--- src/rtl/memaccess_pkg.sv ---
// Shared opcodes, funct3 codes and FSM state type for the memory-access stage.
package memaccess_pkg;

   localparam logic [6:0] OPC_LOAD  = 7'b0000011;
   localparam logic [6:0] OPC_STORE = 7'b0100011;

   localparam logic [2:0] F3_B  = 3'b000;
   localparam logic [2:0] F3_H  = 3'b001;
   localparam logic [2:0] F3_W  = 3'b010;
   localparam logic [2:0] F3_BU = 3'b100;
   localparam logic [2:0] F3_HU = 3'b101;

   typedef enum logic [1:0] {
      IDLE = 2'd0,
      REQ  = 2'd1,
      WAIT = 2'd2
   } state_t;

   // Halfwords need even addresses, words need 4-byte alignment; bytes never fault.
   function automatic logic is_misaligned(input logic [2:0] f3, input logic [1:0] off);
      logic res;
      res = 1'b0;
      if (f3 == F3_H || f3 == F3_HU)
         res = off[0];
      else if (f3 == F3_W)
         res = (off != 2'b00);
      return res;
   endfunction

endpackage

--- src/rtl/memaccess_ldext.sv ---
// Load-data alignment: shifts the addressed bytes down to bit 0 and sign/zero extends them.
module memaccess_ldext
   import memaccess_pkg::*;
(
   input  logic [31:0] rdat,
   input  logic [1:0]  offset,
   input  logic [2:0]  funct3,
   output logic [31:0] data
);

   logic [31:0] shifted;

   assign shifted = rdat >> {offset, 3'b000};

   always_comb begin
      data = shifted;
      case (funct3)
         F3_B:    data = {{24{shifted[7]}}, shifted[7:0]};
         F3_BU:   data = {24'h000000, shifted[7:0]};
         F3_H:    data = {{16{shifted[15]}}, shifted[15:0]};
         F3_HU:   data = {16'h0000, shifted[15:0]};
         default: data = shifted;
      endcase
   end

endmodule

--- src/rtl/memaccess_lsu.sv ---
// Memory-access stage: pass-through for ALU ops, req/gnt/rvld data-memory transactions
// for loads and stores, with misalignment and timeout reporting toward writeback.
module memaccess_lsu
   import memaccess_pkg::*;
#(
   parameter int TMO_CYC = 255
) (
   input  logic        clk,
   input  logic        rst,
   input  logic        ma_vld,
   output logic        ma_rdy,
   input  logic [31:0] ma_inst,
   input  logic [31:0] ma_dat,
   input  logic [31:0] ma_addr,
   output logic        dmem_req,
   output logic        dmem_we,
   output logic [31:0] dmem_adr,
   output logic [3:0]  dmem_be,
   output logic [31:0] dmem_wdat,
   input  logic        dmem_gnt,
   input  logic        dmem_rvld,
   input  logic [31:0] dmem_rdat,
   output logic        wb_vld,
   output logic [31:0] wb_inst,
   output logic [31:0] wb_dat,
   output logic        wb_err
);

   localparam int CW = $clog2(TMO_CYC + 1);
   localparam logic [CW-1:0] TMO_LAST = CW'(TMO_CYC - 1);

   state_t      state_reg, state_next;
   logic [CW-1:0] cnt_reg, cnt_next;
   logic [31:0] inst_reg, inst_next;
   logic [31:0] adr_reg, adr_next;

   logic        req_reg, req_next;
   logic        we_reg, we_next;
   logic [31:0] dadr_reg, dadr_next;
   logic [3:0]  be_reg, be_next;
   logic [31:0] wdat_reg, wdat_next;

   logic        wb_vld_reg, wb_vld_next;
   logic [31:0] wb_inst_reg, wb_inst_next;
   logic [31:0] wb_dat_reg, wb_dat_next;
   logic        wb_err_reg, wb_err_next;

   logic [6:0]  in_opc;
   logic [2:0]  in_f3;
   logic [1:0]  in_off;
   logic        in_load, in_store, in_mem, in_misal;
   logic [3:0]  st_be;
   logic [31:0] st_wdat;
   logic [31:0] ld_data;
   logic        tmo;

   assign in_opc   = ma_inst[6:0];
   assign in_f3    = ma_inst[14:12];
   assign in_off   = ma_dat[1:0];
   assign in_load  = (in_opc == OPC_LOAD) && (in_f3 inside {F3_B, F3_H, F3_W, F3_BU, F3_HU});
   assign in_store = (in_opc == OPC_STORE) && (in_f3 inside {F3_B, F3_H, F3_W});
   assign in_mem   = in_load || in_store;
   assign in_misal = is_misaligned(in_f3, in_off);
   assign tmo      = (cnt_reg >= TMO_LAST);

   // Byte lane enables follow access size; loads use the same lanes for visibility on the bus.
   assign st_be = (in_f3 == F3_B || in_f3 == F3_BU) ? (4'b0001 << in_off) :
                  (in_f3 == F3_H || in_f3 == F3_HU) ? (4'b0011 << in_off) : 4'hF;

   // Replicate store data so every lane carries the byte it would need at any offset.
   for (genvar gi = 0; gi < 4; gi++) begin : g_lane
      assign st_wdat[gi*8 +: 8] = (in_f3 == F3_B) ? ma_addr[7:0] :
                                  (in_f3 == F3_H) ? ma_addr[(gi%2)*8 +: 8] :
                                                    ma_addr[gi*8 +: 8];
   end

   memaccess_ldext u_ldext (
      .rdat   (dmem_rdat),
      .offset (adr_reg[1:0]),
      .funct3 (inst_reg[14:12]),
      .data   (ld_data)
   );

   always_comb begin
      state_next   = state_reg;
      cnt_next     = cnt_reg;
      inst_next    = inst_reg;
      adr_next     = adr_reg;
      req_next     = req_reg;
      we_next      = we_reg;
      dadr_next    = dadr_reg;
      be_next      = be_reg;
      wdat_next    = wdat_reg;
      wb_vld_next  = 1'b0;
      wb_inst_next = wb_inst_reg;
      wb_dat_next  = wb_dat_reg;
      wb_err_next  = 1'b0;

      case (state_reg)
         IDLE: begin
            if (ma_vld) begin
               if (in_mem && !in_misal) begin
                  state_next = REQ;
                  cnt_next   = '0;
                  inst_next  = ma_inst;
                  adr_next   = ma_dat;
                  req_next   = 1'b1;
                  we_next    = in_store;
                  dadr_next  = {ma_dat[31:2], 2'b00};
                  be_next    = st_be;
                  wdat_next  = in_store ? st_wdat : 32'h0;
               end else begin
                  wb_vld_next  = 1'b1;
                  wb_inst_next = ma_inst;
                  wb_dat_next  = ma_dat;
                  wb_err_next  = in_mem;
               end
            end
         end
         REQ: begin
            if (dmem_gnt) begin
               req_next = 1'b0;
               cnt_next = cnt_reg + 1'b1;
               if (we_reg) begin
                  state_next   = IDLE;
                  wb_vld_next  = 1'b1;
                  wb_inst_next = inst_reg;
                  wb_dat_next  = adr_reg;
               end else begin
                  state_next = WAIT;
               end
            end else if (tmo) begin
               state_next   = IDLE;
               req_next     = 1'b0;
               wb_vld_next  = 1'b1;
               wb_err_next  = 1'b1;
               wb_inst_next = inst_reg;
               wb_dat_next  = adr_reg;
            end else begin
               cnt_next = cnt_reg + 1'b1;
            end
         end
         WAIT: begin
            if (dmem_rvld) begin
               state_next   = IDLE;
               wb_vld_next  = 1'b1;
               wb_inst_next = inst_reg;
               wb_dat_next  = ld_data;
            end else if (tmo) begin
               state_next   = IDLE;
               wb_vld_next  = 1'b1;
               wb_err_next  = 1'b1;
               wb_inst_next = inst_reg;
               wb_dat_next  = adr_reg;
            end else begin
               cnt_next = cnt_reg + 1'b1;
            end
         end
         default: state_next = IDLE;
      endcase
   end

   always_ff @(posedge clk) begin
      if (rst) begin
         state_reg   <= IDLE;
         cnt_reg     <= '0;
         inst_reg    <= '0;
         adr_reg     <= '0;
         req_reg     <= 1'b0;
         we_reg      <= 1'b0;
         dadr_reg    <= '0;
         be_reg      <= '0;
         wdat_reg    <= '0;
         wb_vld_reg  <= 1'b0;
         wb_inst_reg <= '0;
         wb_dat_reg  <= '0;
         wb_err_reg  <= 1'b0;
      end else begin
         state_reg   <= state_next;
         cnt_reg     <= cnt_next;
         inst_reg    <= inst_next;
         adr_reg     <= adr_next;
         req_reg     <= req_next;
         we_reg      <= we_next;
         dadr_reg    <= dadr_next;
         be_reg      <= be_next;
         wdat_reg    <= wdat_next;
         wb_vld_reg  <= wb_vld_next;
         wb_inst_reg <= wb_inst_next;
         wb_dat_reg  <= wb_dat_next;
         wb_err_reg  <= wb_err_next;
      end
   end

   assign ma_rdy    = (state_reg == IDLE) && !rst;
   assign dmem_req  = req_reg;
   assign dmem_we   = we_reg;
   assign dmem_adr  = dadr_reg;
   assign dmem_be   = be_reg;
   assign dmem_wdat = wdat_reg;
   assign wb_vld    = wb_vld_reg;
   assign wb_inst   = wb_inst_reg;
   assign wb_dat    = wb_dat_reg;
   assign wb_err    = wb_err_reg;

endmodule
--- config.mk ---
export PLATFORM = sky130hd
export DESIGN_NAME = memaccess_lsu
export DESIGN_NICKNAME = d
export VERILOG_FILES = /design/src/rtl/memaccess_pkg.sv /design/src/rtl/memaccess_ldext.sv /design/src/rtl/memaccess_lsu.sv
export SDC_FILE = /design/constraint.sdc
export NUM_CORES = 1
export LEC_CHECK = 0
export CAP_MARGIN = 20
export CORE_MARGIN = 1.5
export CORE_UTILIZATION = 35
export DETAILED_ROUTE_END_ITERATION = 6
export PLACE_DENSITY = 0.73
export SLEW_MARGIN = 20
export SYNTH_ARGS = -nofsm -noshare
export SYNTH_HDL_FRONTEND = slang
export SYNTH_SLANG_ARGS = --single-unit
--- constraint.sdc ---
create_clock -name clk -period 4.8 [get_ports clk]
set_input_delay 0.72 -clock clk [delete_from_list [all_inputs] [get_ports clk]]
set_output_delay 0.72 -clock clk [all_outputs]
set_load 0.02 [all_outputs]
==> impl.org, run 1 <==
** Run status
- Run status :: completed

** STA
- Final hold violation count :: 0
- Maximum achievable frequency :: 284.1 MHz
- At the pin with the least slew margin, the transition time is 1028 ps.
- Final worst-path cycle share :: 0.7333
- Fin crit period :: 3520 ps
- The number of slew-limit violations in the final report came to 0.
- Setup violations remaining at the end of the flow were counted as 0.
- Unrepaired setup endpoints after global routing :: false
- Measured against its own limit, the worst slew margin works out to 0.3145.
- On the final layout, the worst clock skew is 15.37 ps.
- Sum Neg Setup Slack :: 0 ps

** Final layout
- Of the cells placed in the final design, the portion with a size suffix greater than 1 is 0.06723.
- The filler cells instantiated in the layout total 2,507.
- Number of diodes added for antenna fixing :: 0
- Area taken by flip-flops and latches :: 0.003563 sq mm
- Non-filler instance count after layout :: 1,629
- The multi-input combinational cells in the finished layout cover a total of 0.004940 sq mm.
- Relative to the synthesized area, the layout overhead comes to 35.54%.
- At the end of the flow, the number of nets in the layout was 1,424.
- The library cell used most frequently in the layout, excluding fill and tap cells, is sky130_fd_sc_hd__clkdlybuf4s50_1.
- Top library cells by usage in the layout, fill and taps aside :: sky130_fd_sc_hd__clkdlybuf4s50_1, sky130_fd_sc_hd__dfxtp_1, sky130_fd_sc_hd__a21oi_1

** Routing
- Wire length per cell :: 19.14 um
- First DRT Iteration DRCs :: 897
- Via density per instance :: 5.701
- After detailed routing, the number of remaining DRC violations is 0.
- For this run, the detailed router's first-pass iteration total came to 7.
- Antenna viol nets, final :: 0
- For this block, the routed nets add up to 31,180 um of wire.
- Vias after detailed routing :: 9,287

** Worst setup path
- The worst setup path is of the in2reg kind.
- Critical Path RT :: 5120 ps
- Data on the critical path arrives at its endpoint at 3840 ps.
- Sort of element at the start of the critical path :: input pin
- Critical path endpoint category :: flop
- Critical path peak fanout :: 26

** Floorplanning
- In this run the core area contains 59 standard-cell rows.
- Height of the die :: 164.8 um
- The initial utilization of the core area, before any placement, comes to 0.3538.
- The die covers 0.02717 sq mm.
- Count of pins on the block boundary :: 270
- The core region is 0.02591 sq mm.
- The die is 164.8 um wide.

** Clocking
- CTS Buffer Depth :: 2
- Counting the buffers created by CTS gives 17.
- In this run the number of H-tree levels came out at 4.
- The tree built by TritonCTS fans out to 178 sinks.
- Buffers inserted to repair hold after CTS numbered 0.
- Root buffer cell :: sky130_fd_sc_hd__clkbuf_16
- Post-CTS Resized :: 0
- For the worst-skew pair, the clock arrives at the later sink with an insertion delay of 440 ps.
- CTS tree :: yes
- Post-CTS timing repair inserted 0 buffers for setup.
- After clock tree synthesis, the clock-pin slew on the worst setup and hold paths is 80 ps.

** Place
- Routability-driven placement finished with a final weighted congestion of 0.8712.
- Buffers placed on the I/O ports in this run total 267.
- HPWL after detailed placement :: 21,520 um
- The number of placed instances, taps included, is 1,597.

** Power
- For this design the ratio of total power to cell area is 276.4 mW/mm^2.
- VDD IR-drop max :: 0.0002003 V
- Leakage component of the power :: 4.203 nW

** GRT
- Across every metal layer, demand over resource in global routing totals 0.2237.
- The first global-routing pass estimated 47,800 um of wire.
- Number of global-route vias before repair :: 8,771
- The initial antenna violation count came to 1.
- Entering global routing, the biggest net connects 77 pins.
- GRT Residual Overflow :: 0

** Worst hold path
- Tightest Hold Check Type :: reg2reg

** Synthesis
- Of all flip-flops after synthesis, the portion carrying an async set or reset was 0.
- Synthesis inferred 178 register bits.
- Of the total synthesized cell area, the portion taken by full adders, half adders and majority gates is 0.01365.
- Mux share of post-synthesis cell area :: 0.06607
- Synthesis produced a netlist whose cell count is 1,100.
- Average size of a mapped cell :: 8.333 sq um
- Yosys mapped a number of flops with a built-in enable equal to 0.
- The Yosys step of the flow raised 0 warnings.
- By area, the combinational part of the netlist is dominated by compound AO/OA/AOI/OAI gates.
- The compound-gate portion of the synthesized area was 0.2722.
- In the synthesized netlist the dominant register cell turns out to be sky130_fd_sc_hd__dfxtp_1.
- Mapped Area :: 0.009166 sq mm
- Counting distinct cell types in the post-synthesis netlist gives 63.
- Of the synthesized area, sequential elements account for 0.3888.
- Simple-gate portion of the synthesized area :: 0.1759
- Of the total synthesized cell area, the portion taken by XOR and XNOR cells is 0.005733.

** Flow run
- Max-cap check violation count :: 0
[power breakdown]
group	switching (W)	internal [W]	total [W]
sequential	0.0000231	0.00151	0.00153
clock	0.000703	0.000755	0.00146
combinational	0.000219	0.000224	0.000443
total	0.000946	0.00249	0.00343
[cell type report]
| type | count | area share |
|---|---|---|
| Multi-Input combinational cell | 782 | 0.3976 |
| Sequential cell | 178 | 0.2868 |
| Timing Repair Buffer | 285 | 0.2271 |
| Clock buffer | 17 | 0.03424 |
| Tap cell | 335 | 0.03374 |
| Clock inverter | 15 | 0.01541 |
| Inverter | 17 | 0.005136 |
[critical path, stage by stage]
cell and delay, ps:
sky130_fd_sc_hd__clkdlybuf4s50_1 580, sky130_fd_sc_hd__inv_1 250, sky130_fd_sc_hd__ha_1 220, sky130_fd_sc_hd__or4b_1 170
sky130_fd_sc_hd__nand3_1 160, sky130_fd_sc_hd__o21ai_4 610, sky130_fd_sc_hd__buf_4 440, sky130_fd_sc_hd__nor3_2 60
sky130_fd_sc_hd__buf_4 240, sky130_fd_sc_hd__a221o_1 360
[cell usage after synthesis, drive strengths merged, types with 9 or more instances]
library cell  number  area share
dfxtp            178        0.39
a21oi            143       0.078
nand2            141       0.058
nor2              91       0.038
buf               73       0.049
clkbuf            51       0.021
o21ai             48       0.027
a22oi             39       0.032
mux2i             38       0.041
a221o             33       0.036
nor3              31       0.018
nand2b            27       0.018
mux2              18       0.022
a211o             17       0.016
inv               16      0.0066
a221oi            15       0.014
nor4b             11       0.012
a32o              10       0.011
ha                10       0.014
o31ai             10      0.0082
nand3              9      0.0049
[per-layer routing]
layer | vias to the layer above | wire length, um | part of all wire | GRT usage
met5 | - | 19 | 0.00061 | 0
met4 | 2 | 1040 | 0.033 | 0.08845
met3 | 74 | 2937 | 0.094 | 0.06228
met2 | 484 | 14600 | 0.47 | 0.3642
met1 | 4402 | 12590 | 0.40 | 0.2786
li1 | 4325 | - | - | -
[stage by stage]
stage	hold slack [ps]	cell area, sq um	setup WS (ps)	total power (W)	util
global route	485.9	12420	1090	0.003543	0.4795
global placement	441.1	11800	916.2	0.002003	0.4553
CTS	458.0	12410	1287	0.003459	0.4791
detailed placement	447.9	11800	853.4	0.002006	0.4553
finish	456.5	12420	1280	0.003434	0.4795
floorplan	436.2	9170	2090	0.001759	-
[kinds of logic (layout without fill, tap and decap cells)]
logic type / count (synthesis) / in the layout
other: 1 / 2
XOR/XNOR: 6 / 6
AND/OR/NAND/NOR: 344 / 344
flip-flops: 178 / 178
buffers and inverters: 141 / 334
multiplexers: 57 / 57
AO/OA/AOI/OAI: 363 / 363
adder cells (fa/ha/maj): 10 / 10
[final timing paths]
path	from	to	slack, ps	cells past startpoint
max	ma_dat[1]	wb_inst[15]$_SDFFE_PP0P_	1280	10
min	inst_reg[20]$_SDFFE_PP0P_	inst_reg[20]$_SDFFE_PP0P_	460	2
max reg2reg	cnt_reg[0]$_SDFFE_PP0P_	wb_inst[3]$_SDFFE_PP0P_	1650	8
min reg2reg	inst_reg[20]$_SDFFE_PP0P_	inst_reg[20]$_SDFFE_PP0P_	460	2
Note: power is estimated with default switching activity, not from simulation.
==> run 2: changes to the inputs <==
==> constraint.sdc (replaced) <==
create_clock -name clk -period 3.65 [get_ports clk]
set_input_delay 0.5475 -clock clk [delete_from_list [all_inputs] [get_ports clk]]
set_output_delay 0.5475 -clock clk [all_outputs]
set_load 0.02 [all_outputs]
==> impl.org, run 2 (synthesis gave the netlist of run 1 again) <==
** Run status
- The flow ran to the end, and the final reports show no timing, DRC or antenna violations.

** Worst setup path
- Critical Path RT :: 3960 ps
- Cells along the critical path :: clkdlybuf4s50_1 -> inv_1 -> ha_1 -> or4b_1 -> nand3_1 -> o21a_2 -> a21oi_1 -> a221o_1
- Largest incremental delay on the critical path :: 540 ps
- On the critical path, the stage with the largest delay is an instance of sky130_fd_sc_hd__or4b_1.
- The setup path with the least slack is of type in2reg.
- Counting both buffers and inverters, the worst setup path holds a total of 2.
- Sort of element at the start of the critical path :: input pin
- Arrival time of the worst setup path :: 3320 ps
- Along the worst path, the maximum fanout reaches 13.
- STA classifies the critical path endpoint as a flop.
- On the critical path the largest part of the delay comes from compound AO/OA/AOI/OAI gates.

** Floorplanning
- Number of standard-cell rows in the floorplan :: 59
- During I/O placement, the number of pins put on the boundary was 270.
- For this configuration, the core starts out at a cell density of 0.3538.
- Height of the die :: 164.8 um
- Die X-Extent :: 164.8 um
- Core Region :: 0.02591 sq mm
- Die Area :: 0.02717 sq mm

** Clocking
- Clock latency on the worst-skew pair :: 440 ps
- In this run the deepest clock path goes through 2 buffers.
- CTS placed an instance of sky130_fd_sc_hd__clkbuf_16 at the clock tree root.
- The clock net in this run drives a total of 178 sinks.
- Postcts setup bufs :: 0
- Clock-pin slew was measured on the worst setup and hold paths at 70 ps.
- After clock tree synthesis, the repair step resized 0 gates.
- Number of buffers inserted during clock tree synthesis :: 17
- CTS Hold Bufs :: 0
- TritonCTS built the clock tree.
- The H-tree generated during clock tree synthesis spans 4 levels.

** Routing
- First DRT Iteration DRCs :: 821
- The detailed router placed 9,317 vias in this run.
- In the routed layout, each cell is associated on average with a via count of 5.674.
- TritonRoute pass-1 iters :: 7
- Post-detailed-route DRC marker count :: 0
- Dividing the detail-routed wire length by the instance count gives 18.94 um.
- Summed over all layers, the routed wires come to 31,110 um.
- The detail route stage leaves a number of antenna-violating nets equal to 0.

** GRT
- The initial antenna violation count came to 2.
- For this run, global-route usage on met2 was measured as 0.3726.
- Global routing finished with a remaining overflow of 0.
- For this run, global-route usage on met3 was measured as 0.05902.
- In the global route stage, overall resource usage came out at 0.2258.
- The number of global-route vias before repair is 8,876.
- For met1 alone, demand over resource in global routing was 0.2828.
- The first global-routing pass estimated 48,130 um of wire.
- Highest-utilization routing layer at the global route stage :: met2
- Maximum number of pins on one net before global-route repair :: 66

** Place
- # placed instances :: 1,610
- After legalization and detailed placement, the total HPWL measured 21,930 um.
- Number of input and output port buffers inserted :: 267
- Final weighted congestion in routability-driven placement :: 0.8702
- Total cell area at the placement stage :: 0.01192 sq mm

** Final layout
- Footprint of the multi-input gates :: 0.004930 sq mm
- Number of diodes added for antenna fixing :: 0
- The finished cells cover 0.01252 sq mm.
- Top library cells by usage in the layout, fill and taps aside :: sky130_fd_sc_hd__clkdlybuf4s50_1, sky130_fd_sc_hd__dfxtp_1, sky130_fd_sc_hd__a21oi_1
- Share of layout cells above drive strength 1 :: 0.07498
- Summing all flip-flop and latch instances after layout gives 0.003563 sq mm.
- Relative to the synthesized area, the layout overhead comes to 36.64%.
- Leading cell type in the layout, fill and taps excluded :: sky130_fd_sc_hd__clkdlybuf4s50_1
- Fill cells in the final layout number 2,473.
- The final layout contains 1,437 nets.
- Non-filler instance count after layout :: 1,642

** Power
- Clock power frac :: 0.420
- Reg power frac :: 0.448
- Of the total power, the share spent switching nets is 0.2689.
- Total internal power :: 0.003285 W
- Power share of the combinational group :: 0.132
- For this design the static power due to leakage is 4.269 nW.
- IR analysis of the VDD net gives a maximum drop of 0.0003134 V.
- Summed over all nets, the switching power comes to 0.001208 W.
- Power density over the cells :: 358.7 mW/mm^2

** STA
- Sum Neg Setup Slack :: 0 ps
- Derived from the worst setup path, the maximum achievable clock frequency is 332.2 MHz.
- The clock period could shrink to 3010 ps.
- Final hold violation count :: 0
- Across the routed clock network, the largest skew measured is 19.69 ps.
- The number of slew-limit violations in the final report came to 0.
- At the pin with the least slew margin, the transition time is 892.3 ps.
- Number of endpoints failing setup at the final stage :: 0
- Unrepaired setup endpoints after global routing :: false
- Tightest slew margin relative to the limit :: 0.4051
- Dividing the final minimum period by the clock period gives 0.8247.

** Flow run
- Max-cap check violation count :: 0

** Worst hold path
- Tightest Hold Check Type :: reg2reg
[run 2: cell type report]
| cell class | instances | share of cell area |
|---|---|---|
| timing repair buffer | 298 | 0.2351 |
| sequential | 178 | 0.2845 |
| tap | 335 | 0.03347 |
| multi-input combinational | 782 | 0.3936 |
| clock buffer | 18 | 0.03506 |
| clock inverter | 14 | 0.01319 |
| inverter | 17 | 0.005095 |
[run 2: worst register-to-register path, cell delays in order (launching register included)]
cell and delay [ps]:
sky130_fd_sc_hd__dfxtp_1 500, sky130_fd_sc_hd__ha_1 260, sky130_fd_sc_hd__o211ai_1 150, sky130_fd_sc_hd__nor2_2 590
sky130_fd_sc_hd__o21ai_1 260, sky130_fd_sc_hd__a2111oi_4 380, sky130_fd_sc_hd__buf_4 410, sky130_fd_sc_hd__a221o_1 230
[run 2: power groups by stage]
stage          Sequential [W]  Combinational, W  Clock (W)
4_1_cts               0.00201          0.000591    0.00192
3_3_place_gp          0.00206          0.000582          0
6_report              0.00201          0.000592    0.00189
2_1_floorplan         0.00210          0.000209          0
3_5_place_dp          0.00206          0.000588          0
5_1_grt               0.00202          0.000631    0.00200
[run 2: metal layers]
metal	wire, um	share of wire	vias to the layer above
li1	-	-	4364
met3	2700	0.087	56
met5	22	0.00071	-
met4	901	0.029	4
met1	12700	0.41	4456
met2	14780	0.48	437
[run 2: worst paths after layout]
check	slack [ps]	startpoint	endpoint	cells past startpoint
hold reg to reg	460	inst_reg[29]$_SDFFE_PP0P_	inst_reg[29]$_SDFFE_PP0P_	2
setup / recovery	640	ma_dat[1]	wb_inst[4]$_SDFFE_PP0P_	8
hold / removal	460	inst_reg[29]$_SDFFE_PP0P_	inst_reg[29]$_SDFFE_PP0P_	2
setup reg to reg	800	cnt_reg[1]$_SDFFE_PP0P_	wb_inst[4]$_SDFFE_PP0P_	7
[run 2: through the flow]
stage | util | hold slack (ps) | setup WS, ps | total power [W]
after floorplan | - | 436.2 | 1285 | 0.002314
after global placement | 0.4600 | 441.4 | 246.2 | 0.002640
after detailed placement | 0.4600 | 446.8 | 208.5 | 0.002647
after CTS | 0.4834 | 457.2 | 647.7 | 0.004525
after global routing | 0.4834 | 473.4 | 553.1 | 0.004649
final | 0.4834 | 456.4 | 639.9 | 0.004493
==> edit: new RTL, flow settings as in run 2 <==
The output `wb_err` loses its register stage (`wb_err_reg` becomes a continuous assignment).
--- a/src/rtl/memaccess_lsu.sv
+++ b/src/rtl/memaccess_lsu.sv
@@ -174,7 +174,6 @@
          wb_vld_reg  <= 1'b0;
          wb_inst_reg <= '0;
          wb_dat_reg  <= '0;
-         wb_err_reg  <= 1'b0;
       end else begin
          state_reg   <= state_next;
          cnt_reg     <= cnt_next;
@@ -188,9 +187,10 @@
          wb_vld_reg  <= wb_vld_next;
          wb_inst_reg <= wb_inst_next;
          wb_dat_reg  <= wb_dat_next;
-         wb_err_reg  <= wb_err_next;
       end
    end
+
+   assign wb_err_reg = wb_err_next;
 
    assign ma_rdy    = (state_reg == IDLE) && !rst;
    assign dmem_req  = req_reg;
Function: changed (a bounded check fails within 4 cycles, from zero or initial values and one cycle with rst high).
==> edit against run 2 <==
Setup slack got worse by 380 ps; power increased by 1.6%; wire length increased by 7.1%; sequential cell count decreased by 1; synthesized area increased by 4.9%; non-clock buffer count unchanged; final area increased by 3.3%; critical endpoint is now wb_err.
==> edit: results (changes against run 2) <==
| Metric | Value |
|---|---|
| Status | `finished, final reports clean` |
| Setup repair bufs after CTS | `0 (unchanged)` |
| Port Buffers | `267 (unchanged)` |
| Sequential area share after synthesis | `0.369 (-0.0201)` |
| Final Instance Count excl. Fillers | `1757 (+7.0%)` |
| Initial DRC count | `824 (+0.37%)` |
| Clock Path Buffers | `2 (unchanged)` |
| Adder-Cell Fraction of Synth Area | `0.0130 (-0.000633)` |
| Leak | `0.00439 uW (+2.7%)` |
| Main synth FF type | `dfxtp_1` |
| Commonest cells in the netlist | `212 x nand2_1, 177 x dfxtp_1, 117 x a21oi_1, 90 x clkbuf_1, 71 x nor2_1` |
| CP max stage cell | `clkdlybuf4s50_1` |
| First-pass GRT wire length | `51.7 mm (+7.4%)` |
| All-Layer GR Usage | `0.229 (+0.00359)` |
| Slack of the worst reg-to-reg path | `900 ps (+100 ps)` |
| Placer Congestion | `0.886 (+1.8%)` |
| Xor/xnor share of the synthesized area | `0.00364 (-0.00209)` |
| Largest cells by area after synthesis | `dfxtp_1 37%, nand2_1 8.3%, a21oi_1 6.1%, o21ai_0 3.6%, clkbuf_1 3.5%` |
| Layout cells sized above 1 | `0.0770 (+0.00200)` |
| Min-delay worst type | `reg2reg` |
| Post-CTS Resized | `0 (unchanged)` |
| Clock transition at path regs | `70 ps (about the same)` |
| Synth Warn # | `0 (unchanged)` |
| Slowest stage delay, CP | `560 ps (+20 ps)` |
| Clock period minus final worst setup slack | `3390 ps (+378 ps)` |
| Post-placement cell count | `1725 (+7.1%)` |
| ANT cells | `0 (unchanged)` |
| Drt pass-1 iters | `6 (-1)` |
| Slew @ Worst Pin | `797 ps (-95.5 ps)` |
| Number of buffers created by CTS | `17 (unchanged)` |
| Yosys cell types | `62 (-1.6%)` |
| Pre-CTS WS | `254 ps (+45.8 ps)` |
| FFs w/ async S/R, synth | `0 (unchanged)` |
| Mux share of post-synthesis cell area | `0.0648 (-0.00124)` |
| Syn_area_per_cell | `7.82 um2 (-6.1%)` |
| Final nets | `1546 (+7.6%)` |
| Hold Slack | `453 ps (-3.09 ps)` |
| Largest net degree at the start of global routing | `133 (+100%)` |
| Vias in the first global route | `9291 (+4.7%)` |
| Fill cells | `2548 (+3.0%)` |
| CP delay by family, top | `simple AND/OR/NAND/NOR gates` |
| Avg WL per Cell | `19.0 um (+0.13%)` |
| Via-to-Cell Ratio | `5.68 (about the same)` |
| Synth Area in Compound Gates | `0.264 (-0.00832)` |
| Final Hold Fails | `0 (unchanged)` |
| DP HPWL | `22.8 mm (+4.1%)` |
| VDD IR max | `0.244 mV (-22%)` |
| Data arrival, critical path | `2840 ps (-480 ps)` |
| Clock latency on the worst-skew pair | `430 ps` |
| Clk_skew | `12.2 ps (-7.53 ps)` |
| CP max FO | `7 (-6)` |
| Clock root cell | `clkbuf_16` |
| Antenna violations before repair | `1 (-1)` |
| H-tree levels | `4 (unchanged)` |
-- edit: report_power, final --
group / internal (uW) / switching [uW]
clock: 1090 / 846
sequential: 1980 / 35.3
combinational: 306 / 308
-- edit: area by class of cell --
| class | instances | area (um2) | share of cell area |
|---|---|---|---|
| well taps | 341 | 427 | 0.0330 |
| clock inverters | 14 | 176 | 0.0136 |
| clock buffers | 18 | 429 | 0.0332 |
| inverters | 13 | 48.8 | 0.00377 |
| multi-input cells | 896 | 5360 | 0.414 |
| flip-flops and latches | 177 | 3540 | 0.274 |
| repair buffers | 298 | 2950 | 0.228 |
-- edit: stage by stage --
| step | total power [uW] | instance area [um2] |
|---|---|---|
| after detailed placement | 2670 | 12300 |
| after global routing | 4730 | 12900 |
| after floorplan | 2320 | 9620 |
| after global placement | 2660 | 12300 |
| final | 4570 | 12900 |
| after CTS | 4610 | 12900 |
-- edit: logic make-up after synthesis --
logic type,after synthesis
compound gates,382
xor+xnor,4
fa+ha+maj,10
buf+inv,157
flops,177
mux,58
other cells,1
simple gates,440
-- edit: metal layers --
| metal | global-route usage | vias to the layer above | wire, um |
|---|---|---|---|
| met1 | 0.291 | 4677 | 14100 |
| met2 | 0.377 | 488 | 15400 |
| met3 | 0.0613 | 62 | 3030 |
| li1 | - | 4745 | - |
| met4 | 0.0753 | 2 | 773 |
| met5 | 0 | - | 13 |
-- edit: worst paths after layout --
path / from / to / cells past startpoint
worst max-delay path: ma_dat[1] / wb_err / 8
worst min-delay path: inst_reg[9] / inst_reg[9] / 2
worst max register to register: cnt_reg[0] / wb_dat[27] / 8
worst min register to register: inst_reg[9] / inst_reg[9] / 2
-- edit: worst register-to-register path, cell delays in order (launching register included) --
cell     delay (ps)
dfxtp_1         430
inv_1           110
ha_1            220
o211a_1         370
a21oi_1         480
o32ai_2         170
buf_4           260
a221o_1         410
a32o_1          200
